[config.mk]
export PLATFORM = sky130hd
export DESIGN_NAME = fast_corner_collector
export DESIGN_NICKNAME = d
export VERILOG_FILES = /design/src/rtl/fast_corner_collector.sv
export SDC_FILE = /design/constraint.sdc
export NUM_CORES = 2
export LEC_CHECK = 0
export BUFFER_PORTS_ARGS = -buffer_cell sky130_fd_sc_hd__buf_2
export CAP_MARGIN = 20
export CORE_AREA = 2 2 287 501
export DETAILED_ROUTE_END_ITERATION = 16
export DIE_AREA = 0 0 289 503
export GPL_ROUTABILITY_DRIVEN = 0
export MAX_ROUTING_LAYER = met4
export REMOVE_ABC_BUFFERS = 1
export SLEW_MARGIN = 40
export SYNTH_ARGS = -nofsm -noshare
export SYNTH_HDL_FRONTEND = slang
export SYNTH_SLANG_ARGS = --single-unit
[constraint.sdc]
create_clock -name clk -period 8.7 [get_ports clk]
set_clock_uncertainty 0.05 [all_clocks]
set_input_delay 0.435 -clock clk [delete_from_list [all_inputs] [get_ports clk]]
set_output_delay 0.435 -clock clk [all_outputs]
set_load 0.05 [all_outputs]
[src/rtl/fast_corner_collector.sv]
// Collects FAST+NMS corner strobes into a FIFO and frames them per image as
// header / corner words / trailer on a 32-bit valid/ready stream.
module fast_corner_collector #(
  parameter int COORD_WIDTH    = 10,
  parameter int FIFO_DEPTH     = 64,
  parameter int CNT_FIFO_DEPTH = 4
) (
  input  logic                   clk,
  input  logic                   rst,
  input  logic                   ce,
  input  logic                   iscorner,
  input  logic [COORD_WIDTH-1:0] x_coord,
  input  logic [COORD_WIDTH-1:0] y_coord,
  input  logic                   frame_end,
  output logic [31:0]            m_data,
  output logic                   m_valid,
  input  logic                   m_ready,
  output logic                   m_last,
  output logic                   marker_lost
);

  // Stream handshake: a word transfers on a rising edge where m_valid and
  // m_ready are both high; m_valid/m_data/m_last are registers and stay put
  // while m_valid=1 and m_ready=0.

  localparam int AW  = $clog2(FIFO_DEPTH);
  localparam int CAW = $clog2(CNT_FIFO_DEPTH);
  localparam int EW  = 2 * COORD_WIDTH + 2;
  localparam logic [AW:0]  CF_ROOM2 = (AW+1)'(FIFO_DEPTH - 2);
  localparam logic [AW:0]  CF_ROOM1 = (AW+1)'(FIFO_DEPTH - 1);
  localparam logic [CAW:0] CNT_FULL = (CAW+1)'(CNT_FIFO_DEPTH);

  typedef enum logic [1:0] {S_IDLE, S_HDR, S_BODY, S_TRL} state_t;

  logic [EW-1:0] cf_mem [FIFO_DEPTH];
  logic [AW:0]   cf_wr, cf_rd, cf_used;
  logic [23:0]   cnt_mem [CNT_FIFO_DEPTH];
  logic [CAW:0]  cnt_wr, cnt_rd;
  logic [11:0]   corner_cnt, drop_cnt, corner_next, drop_next;
  logic          corner_in, end_in, end_fits, corner_acc, cf_push;
  logic          cf_empty, cnt_full, cf_pop, cnt_pop, body_adv;
  logic [EW-1:0] cf_entry, head;
  logic [23:0]   cnt_head;
  logic [31:0]   corner_word, trailer_word;
  logic [15:0]   frame_id;
  state_t        state;

  assign cf_used   = cf_wr - cf_rd;
  assign cf_empty  = (cf_used == '0);
  assign cnt_full  = ((cnt_wr - cnt_rd) == CNT_FULL);

  // A lone corner must leave one slot free so the frame's end marker always fits.
  assign corner_in  = ce & iscorner;
  assign end_in     = ce & frame_end;
  assign end_fits   = end_in & (cf_used <= CF_ROOM1) & ~cnt_full;
  assign corner_acc = corner_in & (end_fits | (cf_used <= CF_ROOM2));
  assign cf_push    = end_fits | corner_acc;
  assign cf_entry   = {end_fits, corner_in, y_coord, x_coord};

  assign corner_next = (corner_acc && corner_cnt != 12'hFFF) ? corner_cnt + 12'd1 : corner_cnt;
  assign drop_next   = (corner_in && !corner_acc && drop_cnt != 12'hFFF) ? drop_cnt + 12'd1 : drop_cnt;

  always_ff @(posedge clk) begin
    if (cf_push) cf_mem[cf_wr[AW-1:0]] <= cf_entry;
    if (end_fits) cnt_mem[cnt_wr[CAW-1:0]] <= {drop_next, corner_next};
  end

  always_ff @(posedge clk or negedge rst) begin
    if (!rst) begin
      cf_wr       <= '0;
      cnt_wr      <= '0;
      corner_cnt  <= '0;
      drop_cnt    <= '0;
      marker_lost <= 1'b0;
    end else begin
      if (cf_push) cf_wr <= cf_wr + (AW+1)'(1);
      if (end_fits) begin
        cnt_wr     <= cnt_wr + (CAW+1)'(1);
        corner_cnt <= '0;
        drop_cnt   <= '0;
      end else begin
        corner_cnt <= corner_next;
        drop_cnt   <= drop_next;
      end
      if (end_in && !end_fits) marker_lost <= 1'b1;
    end
  end

  assign head         = cf_mem[cf_rd[AW-1:0]];
  assign cnt_head     = cnt_mem[cnt_rd[CAW-1:0]];
  assign corner_word  = {4'h1, 12'(head[2*COORD_WIDTH-1:COORD_WIDTH]), 4'h0, 12'(head[COORD_WIDTH-1:0])};
  assign trailer_word = {4'hF, cnt_head[23:12], 4'h0, cnt_head[11:0]};

  // Entries leave the FIFO when their word is loaded into the output register.
  assign body_adv = !m_valid || (m_ready && !m_last);

  always_comb begin
    cf_pop  = 1'b0;
    cnt_pop = 1'b0;
    case (state)
      S_HDR, S_BODY: begin
        if (body_adv && !cf_empty) begin
          cf_pop  = 1'b1;
          cnt_pop = !head[EW-2];
        end
      end
      S_TRL:   cnt_pop = m_ready;
      default: ;
    endcase
  end

  always_ff @(posedge clk or negedge rst) begin
    if (!rst) begin
      cf_rd  <= '0;
      cnt_rd <= '0;
    end else begin
      if (cf_pop)  cf_rd  <= cf_rd + (AW+1)'(1);
      if (cnt_pop) cnt_rd <= cnt_rd + (CAW+1)'(1);
    end
  end

  always_ff @(posedge clk or negedge rst) begin
    if (!rst) begin
      state    <= S_IDLE;
      m_data   <= '0;
      m_valid  <= 1'b0;
      m_last   <= 1'b0;
      frame_id <= '0;
    end else begin
      case (state)
        S_IDLE: begin
          if (!cf_empty) begin
            m_data  <= {4'hA, 12'h0, frame_id};
            m_valid <= 1'b1;
            m_last  <= 1'b0;
            state   <= S_HDR;
          end
        end
        S_HDR, S_BODY: begin
          if (m_valid && m_last) begin
            if (m_ready) begin
              m_valid  <= 1'b0;
              m_last   <= 1'b0;
              frame_id <= frame_id + 16'd1;
              state    <= S_IDLE;
            end
          end else if (body_adv) begin
            state <= S_BODY;
            if (cf_empty) begin
              m_valid <= 1'b0;
            end else if (head[EW-2]) begin
              m_data  <= corner_word;
              m_valid <= 1'b1;
              m_last  <= 1'b0;
              if (head[EW-1]) state <= S_TRL;
            end else begin
              m_data  <= trailer_word;
              m_valid <= 1'b1;
              m_last  <= 1'b1;
            end
          end
        end
        S_TRL: begin
          // Corner word of a corner-with-end entry is out; trailer follows it.
          if (m_ready) begin
            m_data <= trailer_word;
            m_last <= 1'b1;
            state  <= S_BODY;
          end
        end
        default: state <= S_IDLE;
      endcase
    end
  end

endmodule

Yosys cells after proc, flatten, opt, wreduce, memory -nomap -nowiden

Memories as Yosys holds them, arrays and structs flattened.
Cells that the tools add are included.

Add/sub/neg operators: 9
Multiply operators: 0
Divide/modulo/power cells: 0
Magnitude comparators: 2
Eq/ne operators: 14
Shifts and indexed selects: 0
Muxes and demuxes: 41
Bitwise operators: 8
Reductions and logical operators: 23

Operator list:

| kind                                                                   | number |
|---|---|
| 32-bit 2-to-1 mux                                                      | 6 |
| 32-bit one-hot mux with 3 select lines                                 | 1 |
| 12-bit 2-to-1 mux                                                      | 4 |
| 12-bit by 1-bit adder with 12-bit output (second input constant)       | 2 |
| 12-bit inequality test (second input constant)                         | 2 |
| 1-bit 2-to-1 mux                                                       | 21 |
| 16-bit by 1-bit adder with 16-bit output (second input constant)       | 1 |
| 7-bit by 1-bit adder with 7-bit output (second input constant)         | 2 |
| 7-bit by 6-bit <= comparator with 1-bit output (second input constant) | 2 |
| 2-bit 2-to-1 mux                                                       | 5 |
| 2-bit inequality test (second input constant)                          | 5 |
| 5-bit AND reduction                                                    | 2 |
| 3-bit inequality test (second input constant)                          | 3 |
| 4-bit AND reduction                                                    | 2 |
| 1-bit logical AND                                                      | 7 |
| 7-bit zero test                                                        | 1 |
| 7-bit subtractor                                                       | 1 |
| 3-bit by 1-bit adder with 3-bit output (second input constant)         | 2 |
| 1-bit zero test                                                        | 6 |
| 2-bit one-hot mux with 3 select lines                                  | 1 |
| 1-bit bitwise AND                                                      | 5 |
| 2-bit == test (second input constant)                                  | 2 |
| 1-bit one-hot mux with 2 select lines                                  | 2 |
| 3-bit == test (second input constant)                                  | 1 |
| other kinds (10)                                                       | 11 |

Register bits after elaboration: 97
Latch bits: 0
Memory bits (writable): 1504
ROM bits: 0
Input bits: 26
Output and inout port bits: 35
Logic and storage cells: 111
Memories kept: 2

Memory list:

| memory  | depth | bits a word | read ports | clocked after memory_dff | wr ports | RTL line | source |
|---|---|---|---|---|---|---|---|
| cf_mem  | 64    | 22          | 1          | 0                        | 1        | 35       | `logic [EW-1:0] cf_mem [FIFO_DEPTH];` |
| cnt_mem | 4     | 24          | 1          | 0                        | 1        | 37       | `logic [23:0] cnt_mem [CNT_FIFO_DEPTH];` |

Longest topological paths before layout

Depth after elaboration: 11
Depth in mapped cells: 16
Depth with buffers taken out: 12

Worst setup path before layout

Ideal clock, no wire load.

Path kind: register -> register
Start point: register cf_rd[2]
End point: memory cf_mem[40][0] in the netlist's numbering (enable)
Library setup time: 0.457 ns
Arrival time: 5.171 ns
Required time: 8.193 ns
Path slack: 3.022 ns
Cell stages (with the launch flop): 16
Buffers on the path: 6
Period minus slack after synthesis: 5.678 ns
Path through: dfrtp_1 buf_6 buf_8 buf_6 buf_4 buf_2 inv_2 ha_1 a211oi_1 nor2_1 xnor2_1 o41ai_1 a21o_1 or2_2 clkbuf_1 nor4_1

Word-level cells in the longest chain between the ends: 9
Elaborated cells between the ends (all ways): 10
Classes of those cells: add/sub: 1; order compare: 2; mux: 2; bitwise: 5

Ends and longest elaborated chain:

| what                                           | RTL line | source |
|---|---|---|
| start: declaration                             | 36       | `logic [AW:0] cf_wr, cf_rd, cf_used;` |
| start signal: assignment                       | 117      | `if (cf_pop) cf_rd <= cf_rd + (AW+1)'(1);` |
| 7-bit subtractor *                             | 48       | `assign cf_used = cf_wr - cf_rd;` |
| 7-bit by 6-bit <= comparator with 1-bit output | 55       | `assign end_fits = end_in & (cf_used <= CF_ROOM1) & ~cnt_full;` |
| 1-bit bitwise AND (2 in a row)                 | 55       |  |
| 1-bit OR                                       | 56       | `assign corner_acc = corner_in & (end_fits \| (cf_used <= CF_ROOM2));` |
| 1-bit bitwise AND                              | 56       |  |
| 1-bit OR *                                     | 57       | `assign cf_push = end_fits \| corner_acc;` |
| 1-bit 2-to-1 mux *                             | 64       | `if (cf_push) cf_mem[cf_wr[AW-1:0]] <= cf_entry;` |
| 1-bit 2-to-1 mux (not written as such) *       | 64       |  |
| end: declaration                               | 35       |  |

Mark *: on every way between the ends. The rest lies on a longest branch, timed or not.

Final worst setup path

Start point: register cf_rd[0]
End point: memory cf_mem[0][0] in the netlist's numbering (enable)

The elaborated chain is that of the path after synthesis.

==> flow_summary.ini <==
[critical_path]
ff2ff_path_depth = 10
cp_num_buf_inv = 1
rrSetupSlack_ns = 3.65
crit_family = simple AND/OR/NAND/NOR gates
worst_ep_arrival_time_ns = 5.37
cp_data_required_time_ns = 9.02
path_cells = ha_1, inv_1, fa_1, a211oi_1, nor2_1, xnor2_1, o41ai_1, a21o_1, or4_1, nor2_4
setup.worst_path.class = reg -> reg
cp_max_fo = 35
endpoint_kind = register
cp-start-kind = register
reg2reg_to = cf_mem[0][0]
cp_slowest_cell = dfrtp_4
rr_startpoint = cf_rd[0]
max_stage_delay_ns = 0.87

[drt]
postRouteAntennaNets = 0
dr.pass1.iters = 6
totalWireLength_um = 172000
dr.max_layer_used = met4
wl_met1_um = 58900
vias = 31800
wl_per_cell_um = 33.2
routed_via_density = 6.12
wl_met3_um = 10500
dr_wl_met2_um = 92100
drt_iter0_markers = 3165
drcViolationCount = 0

[cts]
clk_path_buf_depth = 3
clockRootBuffer = clkbuf_16
clkLatencyLatePin_ns = 0.76
cts_resized = 0
cts_tree = yes
htree_levels = 4
cts.sinks = 1600
cts_buffers = 138
cts.clk_slew.worst_paths_ns = 0.07

[floorplan]
die_w_um = 289
die_area_mm2 = 0.145
start_util_pct = 44.6
core-area_mm2 = 0.142
row_count = 183
die_h_um = 503
io_pins = 61

[power_and_ir_drop]
p_comb_share_pct = 33.6
p_int_uw = 15100
switchingPower_uw = 7930
powerDensity_mw_per_mm2 = 325
p_sw_share_pct = 34.5
power_frac_seq_pct = 39.6
clock_power_share_pct = 26.8
max-vdd-ir-drop_v = 0.000213
leakage_uw = 0.0227

[synth]
seq_area_frac_synth_pct = 75.4
synth.top_cell.area_share_pct = 71.6
yosys.area_share.xor_xnor_pct = 0.787
yosysWarnings = 0
yosysTopAreaCell = edfxtp_1
synth_cell_type_count = 86
async_flop_share_pct = 6.00
synth_edf_count = 1504
synth_top_family_by_area = multiplexers
synthMuxAreaShare_pct = 14.7
ys_seq_elements = 1600
yosys-top-cells-area = edfxtp_1 (72%), mux4_2 (13%), dfrtp_1 (3.8%)
syn_inst = 3071
synth_ff_type = edfxtp_1
yosys.area_share.adder_pct = 0.428
synth_compound_area_share_pct = 3.81
yosys.area_share.simple_pct = 3.25
syn_area_mm2 = 0.0631
syn_avg_cell_area_um2 = 20.6

[hold_path]
holdPathEnd = marker_lost
hold_path.startpoint = frame_end
hold_path.class = in -> reg
min_path_cells = 3

[global_routing]
antenna_found_initial = 6
grt_pass1_vias = 33000
grt_start_max_net_pins = 91
grt_usage_pct = 24.8
grt_overflow = 0
grt_pass1_wl_um = 244000

[placement]
dp_cells = 4933
io_buffer_count = 60
place_ws_ns = 3.57
dpl.hpwl_um = 107000

[timing]
hold_viol = 0
max_slew.worst_pin.slew_ns = 0.912
fin_crit_sh_pct = 58.0
setup_slack_ns = 3.65
finalSetupViolations = 0
maxSlewViolCount = 0
whs_ns = 0.0725
max_clock_freq_mhz = 198
slew_headroom_pct = 39.2
layout_min_cycle_time_ns = 5.05
rsz0062_at_grt = false
setup_tns_ns = 0

[finish]
fill_cells = 11200
area_delta_synth_final_pct = 12.1
drive_gt1_share_pct = 27.4
fin_cells = 5195
fin_nets = 3279

[flow_run]
max-cap-violations = 0

[status]
status = finished clean
-- metal layers --
metal | global-route usage [%] | vias up
met3 | 3.51 | 428
met2 | 43.4 | 1386
met4 | 12.8 | 0
met1 | 27.4 | 16900
met5 | - | -
li1 | - | 13000
-- final cells by class --
class	instances	area, um2	area share (%)
Timing Repair Buffer	199	1480	2.10
Tap cell	1850	2310	3.27
Clock inverter	79	732	1.03
Multi-Input combinational cell	1266	14800	20.9
Antenna cell	3	7.51	0.0106
Clock buffer	171	3720	5.27
Inverter	27	101	0.143
Sequential cell	1600	47600	67.3
-- worst max-delay path by stage --
stage | from | endpoint | cells after the start
global route | cf_rd[0] | cf_mem[8][21] | 10
finish | cf_rd[0] | cf_mem[0][0] | 10
CTS | cf_rd[1] | m_data[22] | 9
floorplan | cf_rd[0] | cf_mem[48][0] | 10
detailed placement | cf_rd[1] | m_data[22] | 9
global placement | cf_rd[0] | cf_mem[0][3] | 10
-- kinds of logic (layout without fill, tap and decap cells) --
| family | count (synthesis) | count (layout) |
|---|---|---|
| DFF | 1600 | 1600 |
| buffers and inverters | 205 | 476 |
| other | 0 | 3 |
| muxes | 475 | 475 |
| adders and majority gates | 21 | 21 |
| and+or+nand+nor | 404 | 404 |
| AOI/OAI and AO/OA | 311 | 311 |
| xor gates and xnor gates | 55 | 55 |
-- synthesized netlist by cell type (all sizes together), types with 10 or more instances --
| cell | count |
|---|---|
| a221o | 18 |
| or2 | 12 |
| xnor2 | 32 |
| a32oi | 12 |
| edfxtp | 1504 |
| a22o | 20 |
| a221oi | 30 |
| nor4 | 10 |
| inv | 27 |
| a22oi | 23 |
| nand3 | 34 |
| nand2b | 12 |
| and3 | 20 |
| o221ai | 19 |
| buf | 107 |
| mux2 | 17 |
| nor3 | 35 |
| o22ai | 21 |
| a21oi | 51 |
| nand2 | 113 |
| a211oi | 28 |
| mux4 | 360 |
| nor2b | 11 |
| xor2 | 23 |
| and2 | 15 |
| dfrtp | 96 |
| clkbuf | 71 |
| ha | 20 |
| mux2i | 98 |
| o21ai | 26 |
| nor2 | 99 |
-- power groups by stage --
stage	logic, uW	clock network, uW	registers (uW)
after CTS	7690	6260	9120
after floorplan	5180	0	9900
final	7730	6170	9120
after detailed placement	7660	0	9280
after global placement	7520	0	9260
after global routing	8060	6530	9150
-- layout by cell type (no fill, tap or decap), types with 30 or more instances in the layout --
cell / Yosys / final
a21oi_1: 49 / 47
buf_2: 56 / 62
buf_4: 22 / 123
clkbuf_16: 0 / 144
clkinv_1: 0 / 30
dfrtp_1: 96 / 90
edfxtp_1: 1504 / 1504
mux2i_1: 98 / 98
mux4_2: 360 / 360
nand2_1: 113 / 112
nand3_1: 33 / 33
nor2_1: 99 / 35
nor2_2: 0 / 58
nor3_1: 32 / 31
xnor2_1: 31 / 31
-- tightest hold or removal path: cells and delay by family --
kind                   cells  cell delay (ns)
AO/OA/AOI/OAI              1             0.11
buffers and inverters      1             0.09
AND/OR/NAND/NOR            1             0.18
-- flip-flops by register name, summed over array words and instances (netlist names) --
register	cells
cf_mem	1408
cnt_mem	96
m_data	31
frame_id	16
corner_cnt	12
drop_cnt	12
cf_rd	7
cf_wr	7
cnt_rd	3
cnt_wr	3
state	2
m_last	1
m_valid	1
marker_lost	1
-- stage by stage --
stage               instance area, um2  utilization (%)  total power, uW
floorplan                        62200                -            15100
global route                     70700             50.0            23700
CTS                              70600             49.9            23100
detailed placement               66100             46.7            16900
finish                           70700             50.0            23000
global placement                 66000             46.6            16800
-- what timing repair did --
action	4_1_cts	5_1_grt
hold buffers	2	0
endpoints found under the hold margin	37	0
buffers inserted	0	0
No activity file was read; power rests on OpenSTA's default activity.
